<file path="src/rtl/single_pkg.sv">
// rtl/single_pkg.sv - shared types and constants for the single-precision arg-min slice
//
// Purpose: IEEE-754 single-precision field view, special-value constants,
//          the arg-min sequencer state encoding and a NaN classifier.
// Ports:   none (package).
// Config:  fp32_is_nan is used by single_argmin_seq only when
//          SINGLE_ARGMIN_NAN_SKIP_EN is defined.

package single_pkg;

  // Field view of a raw single-precision word; bit 31 is the sign.
  typedef struct packed {
    logic        sign;
    logic [7:0]  exp;
    logic [22:0] man;
  } fp32_t;

  localparam logic [7:0]  FP32_EXP_MAX = 8'hFF;
  localparam logic [31:0] FP32_ZERO    = 32'h0000_0000;

  typedef enum logic [1:0] {
    IDLE = 2'd0,
    RUN  = 2'd1,
    DONE = 2'd2
  } argmin_state_e;

  // Any NaN: all-ones exponent with a non-zero mantissa. Infinities return 0.
  function automatic logic fp32_is_nan(input fp32_t x);
    return (x.exp == FP32_EXP_MAX) && (x.man != 23'd0);
  endfunction

endpackage

</file>
<file path="src/rtl/single_lt_cmp.sv">
// rtl/single_lt_cmp.sv - combinational strict less-than over raw fp32 bits
//
// Purpose: total order on raw single-precision words, usable by any float
//          min/max/sort block. Sign decides first (so -0 < +0). With equal
//          signs the {exp,man} magnitude decides, reversed for negatives.
//          NaN and Inf get no special treatment; they sort by their bits.
// Ports:
//   a   in  32  left operand
//   b   in  32  right operand
//   lt  out 1   1 when a sorts strictly before b

module single_lt_cmp
  import single_pkg::*;
(
  input  logic [31:0] a,
  input  logic [31:0] b,
  output logic        lt
);

  fp32_t fa;
  fp32_t fb;
  logic  mag_lt;
  logic  mag_gt;

  always_comb begin
    fa     = a;
    fb     = b;
    mag_lt = {fa.exp, fa.man} < {fb.exp, fb.man};
    mag_gt = {fa.exp, fa.man} > {fb.exp, fb.man};
    lt     = 1'b0;
    if (fa.sign != fb.sign) begin
      // Only a negative a can be below a positive b.
      lt = fa.sign;
    end else if (!fa.sign) begin
      lt = mag_lt;
    end else begin
      // Both negative: the larger magnitude is the smaller value.
      lt = mag_gt;
    end
  end

endmodule

</file>
<file path="src/rtl/single_argmin_seq.sv">
// rtl/single_argmin_seq.sv - streaming arg-min sequencer for fp32 vectors
//
// Purpose: on start, consume len elements over a valid/ready stream and track
//          the running minimum and its 0-based index; pulse done one cycle
//          after the last element is accepted. One shared comparator, one
//          comparison per accepted element. Ties keep the first occurrence.
// Config:  SINGLE_ARGMIN_NAN_SKIP_EN - when defined, NaN elements are consumed
//          but never become the minimum; an all-NaN vector reports empty.
// Ports:
//   clk       in   1      clock, all state on posedge
//   rstn      in   1      asynchronous active-low reset
//   start     in   1      command strobe, sampled only in IDLE
//   len       in   IDX_W  element count, captured on start, clamped to MAX_LEN
//   in_valid  in   1      element present
//   in_ready  out  1      element accepted when in_valid && in_ready
//   in_data   in   32     fp32 element
//   busy      out  1      high in RUN and DONE
//   done      out  1      one-cycle result-valid pulse
//   empty     out  1      result came from a zero-length (or all-skipped) vector
//   min_val   out  32     minimum element, held until the next accepted start
//   min_idx   out  IDX_W  index of the minimum, held until the next accepted start

module single_argmin_seq
  import single_pkg::*;
#(
  parameter int MAX_LEN = 256,
  parameter int IDX_W   = $clog2(MAX_LEN + 1)
) (
  input  logic             clk,
  input  logic             rstn,
  input  logic             start,
  input  logic [IDX_W-1:0] len,
  input  logic             in_valid,
  output logic             in_ready,
  input  logic [31:0]      in_data,
  output logic             busy,
  output logic             done,
  output logic             empty,
  output logic [31:0]      min_val,
  output logic [IDX_W-1:0] min_idx
);

  localparam logic [IDX_W-1:0] LEN_MAX = IDX_W'(MAX_LEN);

  argmin_state_e    state_q;
  argmin_state_e    state_d;

  logic [IDX_W-1:0] len_q;
  logic [IDX_W-1:0] cnt_q;
  logic             have_min_q;
  logic [31:0]      min_val_q;
  logic [IDX_W-1:0] min_idx_q;
  logic             empty_q;

  logic [IDX_W-1:0] len_clamped;
  logic             accept;
  logic             last_elem;
  logic             elem_lt;
  logic             elem_skip;
  logic             take;

  // The single comparator: incoming element against the running minimum.
  single_lt_cmp u_lt_cmp (
    .a  (in_data),
    .b  (min_val_q),
    .lt (elem_lt)
  );

`ifdef SINGLE_ARGMIN_NAN_SKIP_EN
  assign elem_skip = fp32_is_nan(fp32_t'(in_data));
`else
  assign elem_skip = 1'b0;
`endif

  assign len_clamped = (len > LEN_MAX) ? LEN_MAX : len;
  assign accept      = (state_q == RUN) && in_valid;
  // len_q is never zero in RUN, so len_q-1 does not wrap.
  assign last_elem   = (cnt_q == (len_q - 1'b1));
  // Strict less-than keeps the earlier index on ties.
  assign take        = !elem_skip && (!have_min_q || elem_lt);

  always_ff @(posedge clk or negedge rstn) begin
    if (!rstn) begin
      state_q <= IDLE;
    end else begin
      state_q <= state_d;
    end
  end

  always_comb begin
    state_d  = state_q;
    in_ready = 1'b0;
    busy     = 1'b0;
    done     = 1'b0;
    case (state_q)
      IDLE: begin
        if (start) begin
          state_d = (len == '0) ? DONE : RUN;
        end
      end
      RUN: begin
        in_ready = 1'b1;
        busy     = 1'b1;
        if (accept && last_elem) begin
          state_d = DONE;
        end
      end
      DONE: begin
        busy    = 1'b1;
        done    = 1'b1;
        state_d = IDLE;
      end
      default: begin
        state_d = IDLE;
      end
    endcase
  end

  always_ff @(posedge clk or negedge rstn) begin
    if (!rstn) begin
      len_q      <= '0;
      cnt_q      <= '0;
      have_min_q <= 1'b0;
      min_val_q  <= FP32_ZERO;
      min_idx_q  <= '0;
      empty_q    <= 1'b0;
    end else begin
      case (state_q)
        IDLE: begin
          if (start) begin
            len_q      <= len_clamped;
            cnt_q      <= '0;
            have_min_q <= 1'b0;
            min_val_q  <= FP32_ZERO;
            min_idx_q  <= '0;
            empty_q    <= (len == '0);
          end
        end
        RUN: begin
          if (accept) begin
            if (take) begin
              min_val_q  <= in_data;
              min_idx_q  <= cnt_q;
              have_min_q <= 1'b1;
            end
            cnt_q <= cnt_q + 1'b1;
            // Empty only when no element ever qualified (all skipped).
            if (last_elem) begin
              empty_q <= !(have_min_q || take);
            end
          end
        end
        default: begin
        end
      endcase
    end
  end

  assign empty   = empty_q;
  assign min_val = min_val_q;
  assign min_idx = min_idx_q;

endmodule

</file>
<file path="config.mk">
export PLATFORM = sky130hd
export DESIGN_NAME = single_argmin_seq
export DESIGN_NICKNAME = d
export VERILOG_FILES = /design/src/rtl/single_pkg.sv /design/src/rtl/single_lt_cmp.sv /design/src/rtl/single_argmin_seq.sv
export SDC_FILE = /design/constraint.sdc
export NUM_CORES = 1
export LEC_CHECK = 0
export CAP_MARGIN = 25
export CELL_PAD_IN_SITES_DETAIL_PLACEMENT = 1
export CELL_PAD_IN_SITES_GLOBAL_PLACEMENT = 2
export CORE_MARGIN = 1.5
export CORE_UTILIZATION = 29
export CTS_BUF_LIST = sky130_fd_sc_hd__clkbuf_8
export DETAILED_ROUTE_END_ITERATION = 8
export MAX_ROUTING_LAYER = met4
export PLACE_DENSITY_LB_ADDON = 0.3
export SLEW_MARGIN = 20
export SYNTH_ARGS = -nofsm -noshare
export SYNTH_HDL_FRONTEND = slang
export SYNTH_SLANG_ARGS = --single-unit
</file>
<file path="constraint.sdc">
create_clock -name clk -period 2.3 [get_ports clk]
set_input_delay 0.46 -clock clk [delete_from_list [all_inputs] [get_ports clk]]
set_output_delay 0.46 -clock clk [all_outputs]
set_load 0.03 [all_outputs]
</file>
==> out/qor.yml <==
placedCellCount: 677
grtUsageTotal_pct: 20.14
worstSetupStartpointType: "flip-flop"
yosys-mux-area-fraction_pct: 0.2999
die_height_microns: 116.8
crit_chain: "inv_1 -> ha_4 -> nand4_1 -> buf_4 -> buf_4 -> nor3_1 -> a22oi_2 -> o21a_2 -> buf_4 -> a31o_4 -> a32o_1"
grt_overflow_total: 0
maxCapViolations: 0
final_util_pct: 48.72
fin_nets: 621
max_stage_delay_ps: 370
cts_buffer_depth: 2
synth_nets: 447
cts_tree: "yes"
worstPathArrival_ps: 2800
num_vias: 3650
cts_buffers: 9
drc: 0
crit_required_ps: 2540
place_congestion: 0.8287
crit_slowest_cell: "dfrtp_2"
finalCritPeriodShare_pct: 111.1
design_power_total_uw: 8487
hold_path_class: "input port to async pin"
start_util_pct: 29.75
routedWlPerCell_microns: 17.92
clk_latency_ps: 360
wirelength_microns: 12850
power_density_mw_per_mm2: 1380
maxSlewHeadroom_pct: 58.86
port_buffers: 89
path_class: "flip-flop to flip-flop"
drive_gt1_share_pct: 35.78
antenna_found_initial: 0
slew_viol_final: 0
fin_area_sq_mm: 0.006148
row_count: 41
ant_nets: 0
rsz0062_at_grt: "yes"
antennaDiodeCount: 0
cpMostUsedCell: "buf_4"
first_pass_iters: 6
path_buf_inv: 4
cts-root-buf: "clkbuf_8"
first_global_vias: 3940
fmax_ghz: 0.3913
irDropWorstVdd_mv: 0.7170
cpLargestDelayFamily: "compound AO/OA/AOI/OAI gates"
cts-hold-fix-buffers: 0
hpwl_microns: 8089
grt_max_degree: 64
syn_inst: 366
synth_area_sq_mm: 0.003755
htreeDepth: 3
synthXorXnorAreaFrac_pct: 4.632
io_pins: 90
tightest_slew_ps: 615.9
end_kind: "flip-flop"
violations: "negative setup slack"
ys_ff_latch: 63
yosys_warnings: 0
cts.sink_count: 63
yosys.area_share.simple_pct: 13.00
whs_ps: 78.90
synth_compound_area_share_pct: 21.16
synthAdderAreaFrac_pct: 12.00
design.die.area_sq_mm: 0.01364
first_iter_violations: 171
area_growth_pct: 63.75
grt_first_pass_wirelength_microns: 20240
syn_avg_cell_area_sq_um: 10.26
setup_ws_ps: -255.7
crit_path_max_fanout: 20
seq_area_frac_synth_pct: 41.99
min_period_ps: 2556
dieWidth_microns: 116.8
core_area_sq_mm: 0.01262
skew_ps: 8.395
stdcell_count: 717
clk_pin_slew_ps: 80
viasPerCell: 5.091
yosysUniqueCellTypes: 48
finalSetupViolCount: 41
placed_area_sq_mm: 0.005369
finalHoldViolations: 0
status: "finished, violations left"
synth_top_family_by_area: "compound AO/OA/AOI/OAI gates"
p_leak_uw: 0.002608
[worst paths after layout]
path	from	endpoint	slack (ps)	depth (start not counted)
worst max-delay path	min_val[26]$_DFFE_PN0P_	min_val[20]$_DFFE_PN0P_	-260	11
worst max register to register	min_val[26]$_DFFE_PN0P_	min_val[20]$_DFFE_PN0P_	-260	11
min in group clk	in_data[23]	min_val[23]$_DFFE_PN0P_	490	2
worst min-delay path	rstn	min_val[7]$_DFFE_PN0P_	80	2
max in group asynchronous	rstn	min_val[3]$_DFFE_PN0P_	1860	2
worst min register to register	min_idx[3]$_DFFE_PN0P_	min_idx[3]$_DFFE_PN0P_	540	1
[flip-flops by register name, indices dropped and copies added, names as in the netlist]
| signal | flops |
|---|---|
| min_val | 32 |
| state_q | 2 |
| len_q | 9 |
| cnt_q | 9 |
| empty | 1 |
| have_min_q | 1 |
| min_idx | 9 |
[cell usage in the layout, fill, tap and decap left out, drive strengths merged, types with 2 or more instances in the layout]
cell type and instances:
buf 86, dfrtp 63, clkdlybuf4s50 55, a32o 42, inv 42, ha 36
dlygate4sd2 32, nand2 27, a21oi 19, o21ai 18, nor2 16, xnor2 11
clkbuf 10, nand3 10, xor2 8, nand2b 8, nand4 7, bufinv 5
a31o 5, nor4 4, nor3 4, and3 3, nand3b 3, o21a 3
o31ai 3, a22o 2, and4 2, a221o 2, or3 2, nor3b 2
a211oi 2
[layout make-up]
| type | instances | area, sq um |
|---|---|---|
| clock buffers | 10 | 137.6 |
| clock inverters | 6 | 155.1 |
| fillers | 1415 | 6471 |
| inverters | 42 | 157.7 |
| multi-input cells | 250 | 2297 |
| flip-flops and latches | 63 | 1612 |
| well taps | 172 | 215.2 |
| repair buffers | 174 | 1574 |
[report_power, final]
group / internal [uW] / switching [uW] / leakage, uW
Combinational: 2490 / 2730 / 0.00165
Sequential: 1510 / 308 / 0.000810
Clock: 967 / 477 / 0.000146
[Yosys cell counts (all sizes together)]
library cell	number	share of area, %
a211o	1	0.23
a211oi	2	0.40
a21o	1	0.20
a21oi	19	2.6
a221o	2	0.53
a221oi	1	0.40
a22o	2	0.47
a22oi	1	0.20
a31o	1	0.23
a32o	42	11
and3	3	0.50
and4	2	0.47
and4bb	1	0.33
buf	9	1.9
clkbuf	6	0.87
dfrtp	63	42
ha	36	12
inv	42	4.2
mux2	1	0.30
nand2	27	2.7
nand2b	8	1.3
nand3	10	1.5
nand3b	3	0.60
nand4	7	1.2
nor2	16	1.8
nor2b	1	0.17
nor3	4	0.67
nor3b	2	0.40
nor4	4	1.1
o2111ai	1	0.40
o211a	1	0.27
o21a	3	0.60
o21ai	18	2.4
o221ai	1	0.23
o22ai	1	0.17
o31ai	3	0.60
or3	2	0.33
xnor2	11	2.6
xor2	8	2.1
[worst register-to-register path, stage by stage (launching register included)]
cell and delay [ps]:
dfrtp_2 370, inv_1 70, ha_4 270, nand4_1 150, buf_4 170, buf_4 120
nor3_1 250, a22oi_2 120, o21a_2 180, buf_4 150, a31o_4 350, a32o_1 250
[metal layers]
metal  GRT usage, %  vias up  routed length [microns]
met5              -        -                        0
met4          7.309        0                      287
met3          2.575       26                      512
met1          24.32     1810                     5588
li1               -     1720                        -
met2          34.62       94                     6458
[what timing repair did]
| action | in CTS | in global routing |
|---|---|---|
| pin swaps | 17 | 41 |
| gates resized for setup | 73 | 31 |
| setup buffers | 14 | 8 |
| endpoints found under the setup margin | 44 | 47 |
| cloned | 6 | 0 |
[stage by stage]
stage	TNS, ps	setup slack (ps)
after floorplan	-356.8	-9.349
after global placement	-29330	-722.1
after detailed placement	-29870	-754.5
after CTS	-5358	-172.6
after global routing	-13340	-346.1
final	-9442	-255.7
[cells by family (layout without fill, tap and decap cells)]
family,after synthesis,after routing
multiplexers,1,1
AND/OR/NAND/NOR,90,90
flip-flops,63,63
XOR/XNOR,19,19
adder cells (fa/ha/maj),36,36
buffers and inverters,57,232
AO/OA/AOI/OAI,100,104
No activity file was read; power rests on OpenSTA's default activity.
==> RTL change: new RTL, same flow settings <==
Make the reset (`rstn`) synchronous in 2 clocked blocks. Comments in the files are not updated.
--- a/src/rtl/single_argmin_seq.sv
+++ b/src/rtl/single_argmin_seq.sv
@@ -79,7 +79,7 @@
   // Strict less-than keeps the earlier index on ties.
   assign take        = !elem_skip && (!have_min_q || elem_lt);
 
-  always_ff @(posedge clk or negedge rstn) begin
+  always_ff @(posedge clk) begin
     if (!rstn) begin
       state_q <= IDLE;
     end else begin
@@ -116,7 +116,7 @@
     endcase
   end
 
-  always_ff @(posedge clk or negedge rstn) begin
+  always_ff @(posedge clk) begin
     if (!rstn) begin
       len_q      <= '0;
       cnt_q      <= '0;
Function: differs if rstn is asserted again (counterexample within 4 cycles, from zero or initial values and one cycle with rstn low); with rstn held inactive, the same outputs for 10 cycles.
==> RTL change against the original RTL <==
  * Synthesized area is 9.4% lower
  * Routed wire length is 4.5% lower
  * Sequential cell count stayed put
  * Critical path type is now input port to flip-flop
  * Count of clock-buffer cells in the layout is 1 lower
  * Global-route usage is 0.73 points higher
  * Setup slack worse by 0.11 ns
  * Design area is 4.8% lower
  * The run still ends with negative setup slack left
Power is not compared: it rests on default switching activity, and its combinational part moved more than twofold at a synthesized area within 25%.
==> RTL change: results (changes against the original RTL) <==
Drt:
- The DRC marker count from the first detailed-route iteration is 97 (-43%).
- The via count of the routed design is 3,473 (-4.8%).
- The mean routed wirelength per cell came to 17.52 um (-2.2%).
- The count of TritonRoute iterations in the first routing pass was 4 (-2).

Global routing:
- The number of global-route vias before repair is 3,810 (-3.3%).
- The largest net degree at the start of global routing is 18 (-72%).
- The all-layer global routing usage is 20.86% (+0.73 points).
- The first-pass GRT wire length is 19,890 um (-1.7%).
- The number of antenna violations at the first check in global routing came to 0 (unchanged).

Cells and area:
- The fraction of final layout cells with drive strength greater than 1 was 33.75% (-2.0 points).
- The post-layout net count is 633 (+1.9%).

STA:
- The total negative slack for setup checks is -12.84 ns (-3.397 ns).
- The minimum setup slack in the final design is -0.3637 ns (-0.1080 ns).
- The headroom to the max-slew limit is 65.83% (+7.0 points).
- The count of final setup violators is 42 (+2.4%).
- The setup clock skew after layout came to 0.01180 ns (+0.003408 ns).

Yosys:
- The sequential cell area fraction in the yosys report was 37.06% (-4.9 points).
- The commonest cells after synthesis are sky130_fd_sc_hd__dfxtp_1, sky130_fd_sc_hd__a22o_1, sky130_fd_sc_hd__inv_1.
- The total number of yosys warnings is 0 (unchanged).
- By area the synthesized netlist is led by sky130_fd_sc_hd__dfxtp_1, sky130_fd_sc_hd__ha_1, sky130_fd_sc_hd__a22o_1.
- The async set-reset flop share out of synthesis was 0% (-100 points).
- The net count after synthesis is 454 (+1.6%).
- The most used flip-flop cell after synthesis is sky130_fd_sc_hd__dfxtp_1.

Worst hold path:
- The class of the worst hold path is input port to flip-flop.

Place:
- The sum of net half-perimeters after detailed placement is 8134 um (+0.56%).
- The last weighted congestion value of the routability-driven placer is 0.8249 (-0.46%).
- The number of port buffers was 89 (unchanged).
- The pre-CTS setup slack came to -0.8619 ns (-0.1074 ns).

Power:
- VDD sags by at most 626.7 uV.
- The leakage component of the power is 2.369 nW.

Critical path:
- The maximum fanout encountered on the critical timing path is 8 (-60%).
- The largest stage delay on the critical path is 0.34 ns (-0.03 ns).
- The arrival time of the worst setup path is 2.90 ns (+0.10 ns).
- The slowest cell on the critical path is sky130_fd_sc_hd__nor4_4.

Run status:
- The run finished, with violations left.
- The final reports fail on negative setup slack.
RTL change: cell types whose count changed in the layout (fill, tap and decap cells not counted), sizes merged, moves of 6 or more:
cell,unedited run,this run
a21oi,19,29
a22o,2,42
a32o,42,0
dfrtp,63,0
dfxtp,0,63
nand2,27,20
nand2b,8,2
nor2,16,28
nor3b,2,8
RTL change: stage by stage:
stage	total power [W]	area, sq um	hold slack (ns)	utilization (%)	cells
after global placement	0.002628	5056	0.4644	44.28	660
after global routing	0.004284	5853	0.4832	51.26	700
final	0.004046	5853	0.4746	51.26	700
after floorplan	0.002027	3526	0.4668	-	373
after detailed placement	0.002678	5056	0.4732	44.28	660
after CTS	0.004033	5713	0.4509	50.03	691
RTL change: cells by family after synthesis:
kind of cell / Yosys count / share of synthesized area, %
AO/OA/AOI/OAI: 107 / 23.49
AND/OR/NAND/NOR: 93 / 14.34
flip-flops: 63 / 37.06
buffers and inverters: 55 / 6.949
adder cells (fa/ha/maj): 36 / 13.24
XOR/XNOR: 18 / 4.632
multiplexers: 1 / 0.2941
RTL change: report_power, final:
group / leakage (nW) / total, W / internal, W / switching, W
registers: 0.523 / 0.00123 / 0.00117 / 0.0000594
logic: 1.73 / 0.00176 / 0.000864 / 0.000900
clock network: 0.117 / 0.00105 / 0.000595 / 0.000457
RTL change: timing repair:
action,CTS,global route
gates resized for setup,70,19
setup buffers,11,9
endpoints found under the hold margin,0,0
endpoints found under the setup margin,42,46
pin swaps,25,20
gates cloned,5,1
RTL change: final timing paths:
| path | start | to | slack (ns) | depth (start not counted) |
|---|---|---|---|---|
| worst max-delay path | in_data[25] | min_val[1] | -0.36 | 11 |
| worst min-delay path | in_data[0] | min_val[0] | 0.47 | 2 |
| worst max register to register | min_val[24] | min_val[1] | -0.35 | 11 |
| worst min register to register | min_idx[2] | min_idx[2] | 0.49 | 1 |
RTL change: final cells by class:
type / instances / area (sq um)
timing repair buffer: 182 / 1737
inverter: 41 / 153.9
fill: 1310 / 5565
multi-input combinational: 255 / 2275
clock inverter: 7 / 81.33
clock buffer: 9 / 123.9
sequential: 63 / 1304
tap: 143 / 178.9
RTL change: layer usage:
| layer | up-vias | track usage, % | share of wire (%) | routed length [um] |
|---|---|---|---|---|
| met5 | - | - | 0 | 0 |
| met4 | 0 | 6.582 | 1.6 | 197 |
| met3 | 15 | 4.028 | 3.0 | 364 |
| met2 | 68 | 37.34 | 53 | 6514 |
| met1 | 1694 | 23.41 | 42 | 5189 |
| li1 | 1696 | - | - | - |
